<file path="config.mk">
export PLATFORM = sky130hd
export DESIGN_NAME = icache_loader_flat
export DESIGN_NICKNAME = d
export VERILOG_FILES = /design/src/rtl/icache_loader_if.sv /design/src/rtl/icache_loader.sv /design/src/flat_wrapper.sv
export SDC_FILE = /design/constraint.sdc
export NUM_CORES = 1
export LEC_CHECK = 0
export ABC_AREA = 1
export ABC_CLOCK_PERIOD_IN_PS = 1600
export CAP_MARGIN = 10
export CORE_ASPECT_RATIO = 2
export CORE_MARGIN = 4
export CORE_UTILIZATION = 41
export CTS_CLUSTER_SIZE = 24
export DETAILED_ROUTE_END_ITERATION = 16
export GPL_TIMING_DRIVEN = 0
export PLACE_DENSITY = 0.83
export RECOVER_POWER = 100
export SLEW_MARGIN = 20
export SYNTH_ARGS = -nofsm -noshare
export SYNTH_HDL_FRONTEND = slang
export SYNTH_SLANG_ARGS = --single-unit
</file>
<file path="constraint.sdc">
create_clock -name in_clk -period 1.6 [get_ports in_clk]
set_clock_uncertainty 0.2 [all_clocks]
set_input_delay 0.24 -clock in_clk [delete_from_list [all_inputs] [get_ports in_clk]]
set_output_delay 0.24 -clock in_clk [all_outputs]
set_load 0.03 [all_outputs]
</file>
<file path="src/rtl/icache_loader_if.sv">
// ---------------------------------------------------------------------------
// icache_loader_if -- byte-source / icache-write bundle for icache_loader.
//
// Signals
//   in_start        1   one-cycle pulse that begins a load session
//   in_byte_valid   1   source byte valid
//   in_byte         8   source byte, MSB-first within each 32-bit word
//   out_byte_ready  1   loader accepts in_byte this cycle
//   out_we          1   icache write strobe, one cycle per word
//   out_waddr       8   icache word address (same index as PC[9:2])
//   out_wdata       32  icache write data
//   out_cpu_hold    1   holds the IF stage while loading
//   out_done        1   session complete (level)
//   out_err         1   checksum mismatch (level)
//
// Modports
//   master : byte source / controller side (drives in_*)
//   slave  : the loader (drives out_*)
// ---------------------------------------------------------------------------
interface icache_loader_if;
  logic        in_start;
  logic        in_byte_valid;
  logic [7:0]  in_byte;
  logic        out_byte_ready;
  logic        out_we;
  logic [7:0]  out_waddr;
  logic [31:0] out_wdata;
  logic        out_cpu_hold;
  logic        out_done;
  logic        out_err;

  modport master (
    output in_start, in_byte_valid, in_byte,
    input  out_byte_ready, out_we, out_waddr, out_wdata,
           out_cpu_hold, out_done, out_err
  );

  modport slave (
    input  in_start, in_byte_valid, in_byte,
    output out_byte_ready, out_we, out_waddr, out_wdata,
           out_cpu_hold, out_done, out_err
  );
endinterface

</file>
<file path="src/rtl/icache_loader.sv">
// ---------------------------------------------------------------------------
// icache_loader -- streams bytes from a source into the instruction cache.
//
// Bytes arrive MSB-first, four per word. Each assembled word is written to
// the icache with a single-cycle out_we at word index 0..WORD_COUNT-1. The
// CPU fetch stage is held from reset until the session completes.
//
// Parameters
//   WORD_COUNT  words loaded per session (1..256)
//
// Ports
//   in_clk   sole clock, rising edge
//   in_rst   synchronous, active-high reset
//   bus      icache_loader_if.slave (byte source in, icache write out,
//            cpu hold / done / err status)
//
// Build option
//   ICACHE_LOADER_CHECKSUM_EN  when defined, a running XOR of every data byte
//   is kept and one extra byte is accepted after the last word; out_err is
//   set if that byte differs from the XOR. When undefined there is no
//   checksum state and out_err is tied low.
// ---------------------------------------------------------------------------
module icache_loader #(
  parameter int WORD_COUNT = 256
) (
  input logic            in_clk,
  input logic            in_rst,
  icache_loader_if.slave bus
);

`ifdef ICACHE_LOADER_CHECKSUM_EN
  typedef enum logic [2:0] {IDLE, LOAD, WRITE, CHK, DONE} state_t;
`else
  typedef enum logic [2:0] {IDLE, LOAD, WRITE, DONE} state_t;
`endif

  // Index of the final word; the address counter stops here, so a full
  // 256-word load ends at 255 without wrapping back to 0.
  localparam logic [7:0] LAST_IDX = 8'(WORD_COUNT - 1);

  state_t      state_q, state_d;
  logic [7:0]  idx_q;
  logic [1:0]  cnt_q;
  logic [31:0] shift_q;

  logic ready;
  logic we;
  logic start_sess;
  logic load_acc;
  logic advance;

`ifdef ICACHE_LOADER_CHECKSUM_EN
  logic [7:0] csum_q;
  logic       err_q;
  logic       chk_acc;
`endif

  // NOTE: state registers use non-blocking assignment so every flop samples
  // the pre-edge values of its neighbours regardless of process order.
  always_ff @(posedge in_clk) begin
    if (in_rst) state_q <= IDLE;
    else        state_q <= state_d;
  end

  // NOTE: every output of this block gets a default first; a path that left
  // one unassigned would infer a latch.
  always_comb begin
    state_d    = state_q;
    ready      = 1'b0;
    we         = 1'b0;
    start_sess = 1'b0;
    load_acc   = 1'b0;
    advance    = 1'b0;
`ifdef ICACHE_LOADER_CHECKSUM_EN
    chk_acc    = 1'b0;
`endif
    case (state_q)
      IDLE, DONE: begin
        if (bus.in_start) begin
          start_sess = 1'b1;
          state_d    = LOAD;
        end
      end
      LOAD: begin
        ready    = 1'b1;
        load_acc = bus.in_byte_valid;
        if (bus.in_byte_valid && cnt_q == 2'd3) state_d = WRITE;
      end
      WRITE: begin
        we = 1'b1;
        if (idx_q == LAST_IDX) begin
`ifdef ICACHE_LOADER_CHECKSUM_EN
          state_d = CHK;
`else
          state_d = DONE;
`endif
        end else begin
          advance = 1'b1;
          state_d = LOAD;
        end
      end
`ifdef ICACHE_LOADER_CHECKSUM_EN
      CHK: begin
        ready   = 1'b1;
        chk_acc = bus.in_byte_valid;
        if (bus.in_byte_valid) state_d = DONE;
      end
`endif
      default: state_d = IDLE;
    endcase
  end

  // Datapath: word index, byte counter, assembly shift register and,
  // optionally, the running checksum. A reset mid-session drops the partial
  // word; earlier words are already in the icache and stay there.
  always_ff @(posedge in_clk) begin
    if (in_rst) begin
      idx_q   <= '0;
      cnt_q   <= '0;
      shift_q <= '0;
`ifdef ICACHE_LOADER_CHECKSUM_EN
      csum_q  <= '0;
      err_q   <= 1'b0;
`endif
    end else begin
      if (start_sess) begin
        idx_q  <= '0;
        cnt_q  <= '0;
`ifdef ICACHE_LOADER_CHECKSUM_EN
        csum_q <= '0;
        err_q  <= 1'b0;
`endif
      end
      if (load_acc) begin
        shift_q <= {shift_q[23:0], bus.in_byte};
        cnt_q   <= cnt_q + 2'd1;
`ifdef ICACHE_LOADER_CHECKSUM_EN
        csum_q  <= csum_q ^ bus.in_byte;
`endif
      end
      if (advance) idx_q <= idx_q + 8'd1;
`ifdef ICACHE_LOADER_CHECKSUM_EN
      if (chk_acc) err_q <= (bus.in_byte != csum_q);
`endif
    end
  end

  assign bus.out_byte_ready = ready;
  assign bus.out_we         = we;
  assign bus.out_waddr      = idx_q;
  assign bus.out_wdata      = shift_q;
  assign bus.out_cpu_hold   = (state_q != DONE);
  assign bus.out_done       = (state_q == DONE);
`ifdef ICACHE_LOADER_CHECKSUM_EN
  assign bus.out_err        = err_q;
`else
  assign bus.out_err        = 1'b0;
`endif

endmodule

</file>
<file path="src/flat_wrapper.sv">
// flat-port wrapper written by rule: the top's interface ports become plain ports
module icache_loader_flat 
#(
  parameter int WORD_COUNT = 256
)
  (in_clk, in_rst, bus_in_start, bus_in_byte_valid, bus_in_byte, bus_out_byte_ready, bus_out_we, bus_out_waddr, bus_out_wdata, bus_out_cpu_hold, bus_out_done, bus_out_err);
  icache_loader_if bus_i ();
  input logic in_clk;
  input logic in_rst;
  input wire logic [$bits(bus_i.in_start)-1:0] bus_in_start;
  input wire logic [$bits(bus_i.in_byte_valid)-1:0] bus_in_byte_valid;
  input wire logic [$bits(bus_i.in_byte)-1:0] bus_in_byte;
  output wire logic [$bits(bus_i.out_byte_ready)-1:0] bus_out_byte_ready;
  output wire logic [$bits(bus_i.out_we)-1:0] bus_out_we;
  output wire logic [$bits(bus_i.out_waddr)-1:0] bus_out_waddr;
  output wire logic [$bits(bus_i.out_wdata)-1:0] bus_out_wdata;
  output wire logic [$bits(bus_i.out_cpu_hold)-1:0] bus_out_cpu_hold;
  output wire logic [$bits(bus_i.out_done)-1:0] bus_out_done;
  output wire logic [$bits(bus_i.out_err)-1:0] bus_out_err;
  assign bus_i.in_start = bus_in_start;
  assign bus_i.in_byte_valid = bus_in_byte_valid;
  assign bus_i.in_byte = bus_in_byte;
  assign bus_out_byte_ready = bus_i.out_byte_ready;
  assign bus_out_we = bus_i.out_we;
  assign bus_out_waddr = bus_i.out_waddr;
  assign bus_out_wdata = bus_i.out_wdata;
  assign bus_out_cpu_hold = bus_i.out_cpu_hold;
  assign bus_out_done = bus_i.out_done;
  assign bus_out_err = bus_i.out_err;
  icache_loader #(.WORD_COUNT(WORD_COUNT)) u_core (.in_clk(in_clk), .in_rst(in_rst), .bus(bus_i));
endmodule
</file>
After elaboration in Yosys (flattened, before gate mapping):

Index checks and enable logic that the tools add are counted.

* flip-flop bits (word level): 45
* latch bits: 0
* memory bits (writable): 0
* bits in read-only memories: 0
* output and inout port bits: 45
* logic and storage cells: 35
* memories kept: 0

* $add $sub $neg: 2
* multiply operators: 0
* divide/modulo/power cells: 0
* order comparisons: 0
* equal/unequal tests: 8
* shifts and indexed selects: 0
* muxes and demuxes: 15
* bitwise operators: 0
* reductions and logical operators: 6

Operators by type and width (count)
* 8-bit 2-to-1 mux: 2
* 3-bit one-hot mux with 3 select lines: 1
* 8-bit by 1-bit adder with 8-bit output (second input constant): 1
* 8-bit == test (second input constant): 1
* 1-bit 2-to-1 mux: 7
* 3-bit by 2-bit == test with 1-bit output (second input constant): 2
* 2-bit 2-to-1 mux: 3
* 3-bit 2-to-1 mux: 2
* 2-bit nonzero test: 2
* 3-bit by 1-bit == test with 1-bit output (second input constant): 1
* 3-bit logical NOT: 1
* 3-bit by 2-bit inequality test with 1-bit output (second input constant): 1
* 2-bit by 1-bit adder with 2-bit output (second input constant): 1
* 2-bit == test (second input constant): 1
* 2-bit by 1-bit inequality test with 1-bit output (second input constant): 1
* 2-bit inequality test (second input constant): 1
* 2-bit AND reduction: 1
* 2-bit OR reduction: 1
* 1-bit logical AND: 1

Logic depth before layout (Yosys ltp):

* depth in word-level cells: 5
* mapped depth: 8

Worst setup path before layout:

OpenSTA, ideal clock, no wires.

* path kind: register to register
* start point: reg u_core.idx_q[1], in the netlist u_core.bus.out_waddr[1]
* end point: reg u_core.idx_q[0], in the netlist u_core.bus.out_waddr[0]
* library setup time: 0.115 ns
* data arrival time: 1.370 ns
* data required time: 1.285 ns
* path slack: -0.085 ns
* cell stages (with the launch flop): 9
* period minus slack after synthesis: 1.685 ns
* path through: dfxtp_1 > ha_1 > nand2_2 > nor2_2 > nand2_2 > nand2_4 > inv_2 > o21ai_1 > nor2_1

* longest elaborated chain between the ends: 4
* elaborated cells on any way between the ends: 5
* those cells by class: 1 x eq/ne; 3 x mux; 1 x reduce/logical

Ends and longest elaborated chain
* start, declared: RTL line icache_loader.sv:42 `logic [7:0] idx_q;`
* start signal, assigned: RTL line icache_loader.sv:141 `if (advance) idx_q <= idx_q + 8'd1;`
* 8-bit == test (*): RTL line icache_loader.sv:91 `if (idx_q == LAST_IDX) begin`
* 1-bit 2-to-1 mux (*): RTL line icache_loader.sv:91
* 1-bit 2-to-1 mux (*): RTL line icache_loader.sv:77 `case (state_q)`
* 8-bit 2-to-1 mux or 2-bit nonzero test (tied branches)

Every way passes the cells marked *; elsewhere a longest branch is shown, timed or not.
A chain may end at the register's enable or synchronous reset.

Worst setup path in the final report:

* start point: reg u_core.state_q[1]
* end point: out bus_out_byte_ready

* longest elaborated chain between the ends: 2

Ends and longest elaborated chain
* start, declared: RTL line icache_loader.sv:41 `state_t state_q, state_d;`
* start signal, assigned: RTL line icache_loader.sv:62 `else state_q <= state_d;`
* 3-bit by 1-bit == test with 1-bit output: RTL line icache_loader.sv:77
* 1-bit 2-to-1 mux: RTL line icache_loader.sv:77
* end, declared: RTL line flat_wrapper.sv:13 `output wire logic [$bits(bus_i.out_byte_ready)-1:0] bus_out_byte_ready;`

No other way between the ends.

==> impl_summary.log <==
[metrics] result of the run: finished, final reports clean
[metrics] leakage power total: 1.12 nW
[metrics] later-pin clock latency in the skew report: 0.30 ns
[metrics] global-route wire length before repair: 6810 um
[metrics] final weighted congestion of routability-driven global placement: 0.752
[metrics] kind of critical path: flop to output port
[metrics] Peak VDD IR: roughly 1 mV
[metrics] Synth top area share: between 40% and 50%
[metrics] P&R area growth vs syn: 38.4%
[metrics] Hold/Removal Path Class: input port to flop
[metrics] n_diodes: 0
[metrics] count of maximum capacitance violations: 0
[metrics] proportion of layout cells with a drive suffix above 1: 15.1%
[metrics] required time of the worst setup path: 1.16 ns
[metrics] Detailed Place HPWL: 3090 um
[metrics] dominant register cell in the synthesized netlist: sky130_fd_sc_hd__dfxtp_1
[metrics] max-slew violation count: 0
[metrics] detailed-route DRC error count: 0
[metrics] cell taking the most area after synthesis: sky130_fd_sc_hd__dfxtp_1
[metrics] average via count per standard cell: between 4 and 5
[metrics] DIE HEIGHT: 102 um
[metrics] total overflow reported by the global router: 0
[metrics] depth of the CTS H-tree: 2
[metrics] Async SR Flop Fraction: 0%
[metrics] final worst-path cycle share: a little under 100%
[metrics] cell type of the slowest stage on the worst timing path: sky130_fd_sc_hd__dfxtp_4
[metrics] via count of the first global-routing pass: 1,657
[metrics] maximum buffer depth of the clock tree: 2
[metrics] total power divided by cell area: 1530 nW/um2
[metrics] Final setup viols: 0
[metrics] cell area reported after detailed placement: approximately 2400 um2
[metrics] wire length per cell: 11.7 um
[metrics] final instance count without filler cells: 357
[metrics] Die Footprint: 5580 um2
[metrics] Pre-antenna DRT Iters: 4
[metrics] post-route minimum period: between 1.5 and 2 ns
[metrics] number of nets in the layout: 321
[metrics] setup slack, reg-to-reg: 0.08 ns
[metrics] Max stage delay on crit path: 0.36 ns
[metrics] die width: ~55 um
[metrics] area of the mapped netlist: 1800 um2
[metrics] EDFF count, synth: 0
[metrics] standard-cell row count: 33
[metrics] Post-DRT Antenna Nets: 0
[metrics] global-route usage over all layers: 16.2%
[metrics] unrepaired setup endpoints after global routing: true
[metrics] sink count of the clock tree: 44
[metrics] number of primary I/O pins: 57
[metrics] TritonCTS clock tree: built
[metrics] net count after synthesis: 260
[metrics] total CTS buffers: 5
[metrics] Core Area: 4170 um2
[metrics] unique cell type count in the Yosys netlist: 22
[metrics] ranking of synthesized cells by area: sky130_fd_sc_hd__dfxtp_1, sky130_fd_sc_hd__nor2_1, sky130_fd_sc_hd__nand2_1
[metrics] Design Area, Final: 2490 um2
[metrics] critical-path cell list: inv_1, ha_2, buf_4
[metrics] total length of routed wires: 4160 um
[metrics] vias after detailed routing: 1,732
[metrics] sort of element at the end of the critical path: output port
[metrics] number of antenna violations at the first check in global routing: 0
[metrics] master cell of the clock root buffer: sky130_fd_sc_hd__clkbuf_8
[metrics] yosys synthesis warning count: 0
[metrics] worst-path fanout max: 4
[metrics] fin util: between 50 and 60%
[metrics] maximum number of pins on one net before global-route repair: 16
[metrics] placed cell count: 349
[metrics] cell count after synthesis: 243
[metrics] worst path arrival time: 1.13 ns
[metrics] Hold Fails Final Rpt: 0
[metrics] most frequent cell after synthesis: sky130_fd_sc_hd__nor2_1
[metrics] Starting DRT DRC Count: 26
[metrics] quantity of I/O buffers inserted on ports: 54
[metrics] leading post-synthesis cells by instance count: sky130_fd_sc_hd__nor2_1, sky130_fd_sc_hd__dfxtp_1, sky130_fd_sc_hd__nand2_1, sky130_fd_sc_hd__o21ai_0, sky130_fd_sc_hd__o21ai_1
[metrics] sequential share of the synthesized area: roughly half
[metrics] Fmax achieved: 638 MHz
[metrics] number of synthesized register bits: 44
[metrics] Post-Syn Area per Cell: 7.41 um2
[metrics] type of origin of the critical path: flop
[metrics] starting density of the core: 43.2%
[metrics] CTS clk-pin slew, worst paths: 0.08 ns
==> state kept, by name, summed over array words and instances, names as in the netlist <==
signal and flops:
u_core.bus.out_waddr 8, u_core.bus.out_wdata 32, u_core.state_q 2, u_core.cnt_q 2
==> logic make-up after synthesis <==
logic type,Yosys count,share of synthesized area [%]
simple gates,116,26.5
compound gates,50,13.9
flops,44,48.9
buf+inv,25,5.98
fa+ha+maj,5,3.47
xor+xnor,2,0.973
other cells,1,0.208
==> per-layer routing <==
layer	track usage [%]	part of all wire, %	vias up
met4	9.60	4.3	0
met5	0	0	-
met1	14.8	37	779
li1	-	-	901
met3	2.80	3.9	12
met2	30.3	55	40
==> through the flow <==
stage | setup TNS, ns | hold slack [ns] | total power [mW] | worst slack, ns
final | 0 | 0.0491 | 3.82 | 0.0320
after global routing | -0.0115 | 0.0545 | 4.06 | -0.00527
after CTS | -0.123 | 0.0416 | 3.79 | -0.123
after detailed placement | -5.32 | 0.257 | 3.08 | -0.190
after global placement | -4.31 | 0.245 | 3.05 | -0.177
after floorplan | 0 | 0.189 | 2.49 | 0.0559
==> cell usage in the layout (no fill, tap or decap), types with 3 or more instances in the layout <==
master / count
sky130_fd_sc_hd__nor2_1: 70
sky130_fd_sc_hd__clkbuf_8: 5
sky130_fd_sc_hd__inv_2: 3
sky130_fd_sc_hd__inv_1: 10
sky130_fd_sc_hd__buf_2: 3
sky130_fd_sc_hd__nand3_1: 12
sky130_fd_sc_hd__clkdlybuf4s50_1: 10
sky130_fd_sc_hd__a21oi_1: 12
sky130_fd_sc_hd__o21ai_1: 19
sky130_fd_sc_hd__dfxtp_1: 40
sky130_fd_sc_hd__dfxtp_2: 3
sky130_fd_sc_hd__nand2_2: 3
sky130_fd_sc_hd__o21ai_0: 19
sky130_fd_sc_hd__dlygate4sd2_1: 34
sky130_fd_sc_hd__clkbuf_4: 3
sky130_fd_sc_hd__clkbuf_2: 11
sky130_fd_sc_hd__nand2_1: 26
==> final timing paths <==
check | startpoint | end | depth (start not counted)
max | u_core.state_q[1] | bus_out_byte_ready | 3
min | in_rst | u_core.bus.out_waddr[1] | 2
max reg2reg | u_core.bus.out_waddr[0] | u_core.bus.out_waddr[0] | 8
min reg2reg | u_core.cnt_q[0] | u_core.cnt_q[0] | 1
==> cell type report <==
class                   count  area, um2
fillers                   407       1680
flip-flops and latches     44        888
multi-input cells         174        847
repair buffers             54        457
clock buffers               5       68.8
well taps                  52       65.1
plain buffers              11       63.8
inverters                  14       55.1
clock inverters             3       47.5
==> power by group <==
| group | internal (mW) | switching, mW |
|---|---|---|
| Sequential | 1.32 | 0.164 |
| Combinational | 0.504 | 0.975 |
| Clock | 0.470 | 0.387 |
| Total | 2.30 | 1.53 |
==> repair_timing <==
| action | CTS | global route |
|---|---|---|
| setup endpoints to repair | 75 | 43 |
| resized for setup | 65 | 26 |
| pin swaps | 0 | 4 |
| hold buffers | 0 | 0 |
| buffers inserted | 0 | 0 |
==> worst max-delay path, delay by kind of cell, from the launching register on <==
family | cells | cell delay, ns
flip-flops | 1 | 0.36
adder cells (fa/ha/maj) | 1 | 0.22
buffers and inverters | 2 | 0.25
No activity file was read; power rests on OpenSTA's default activity.
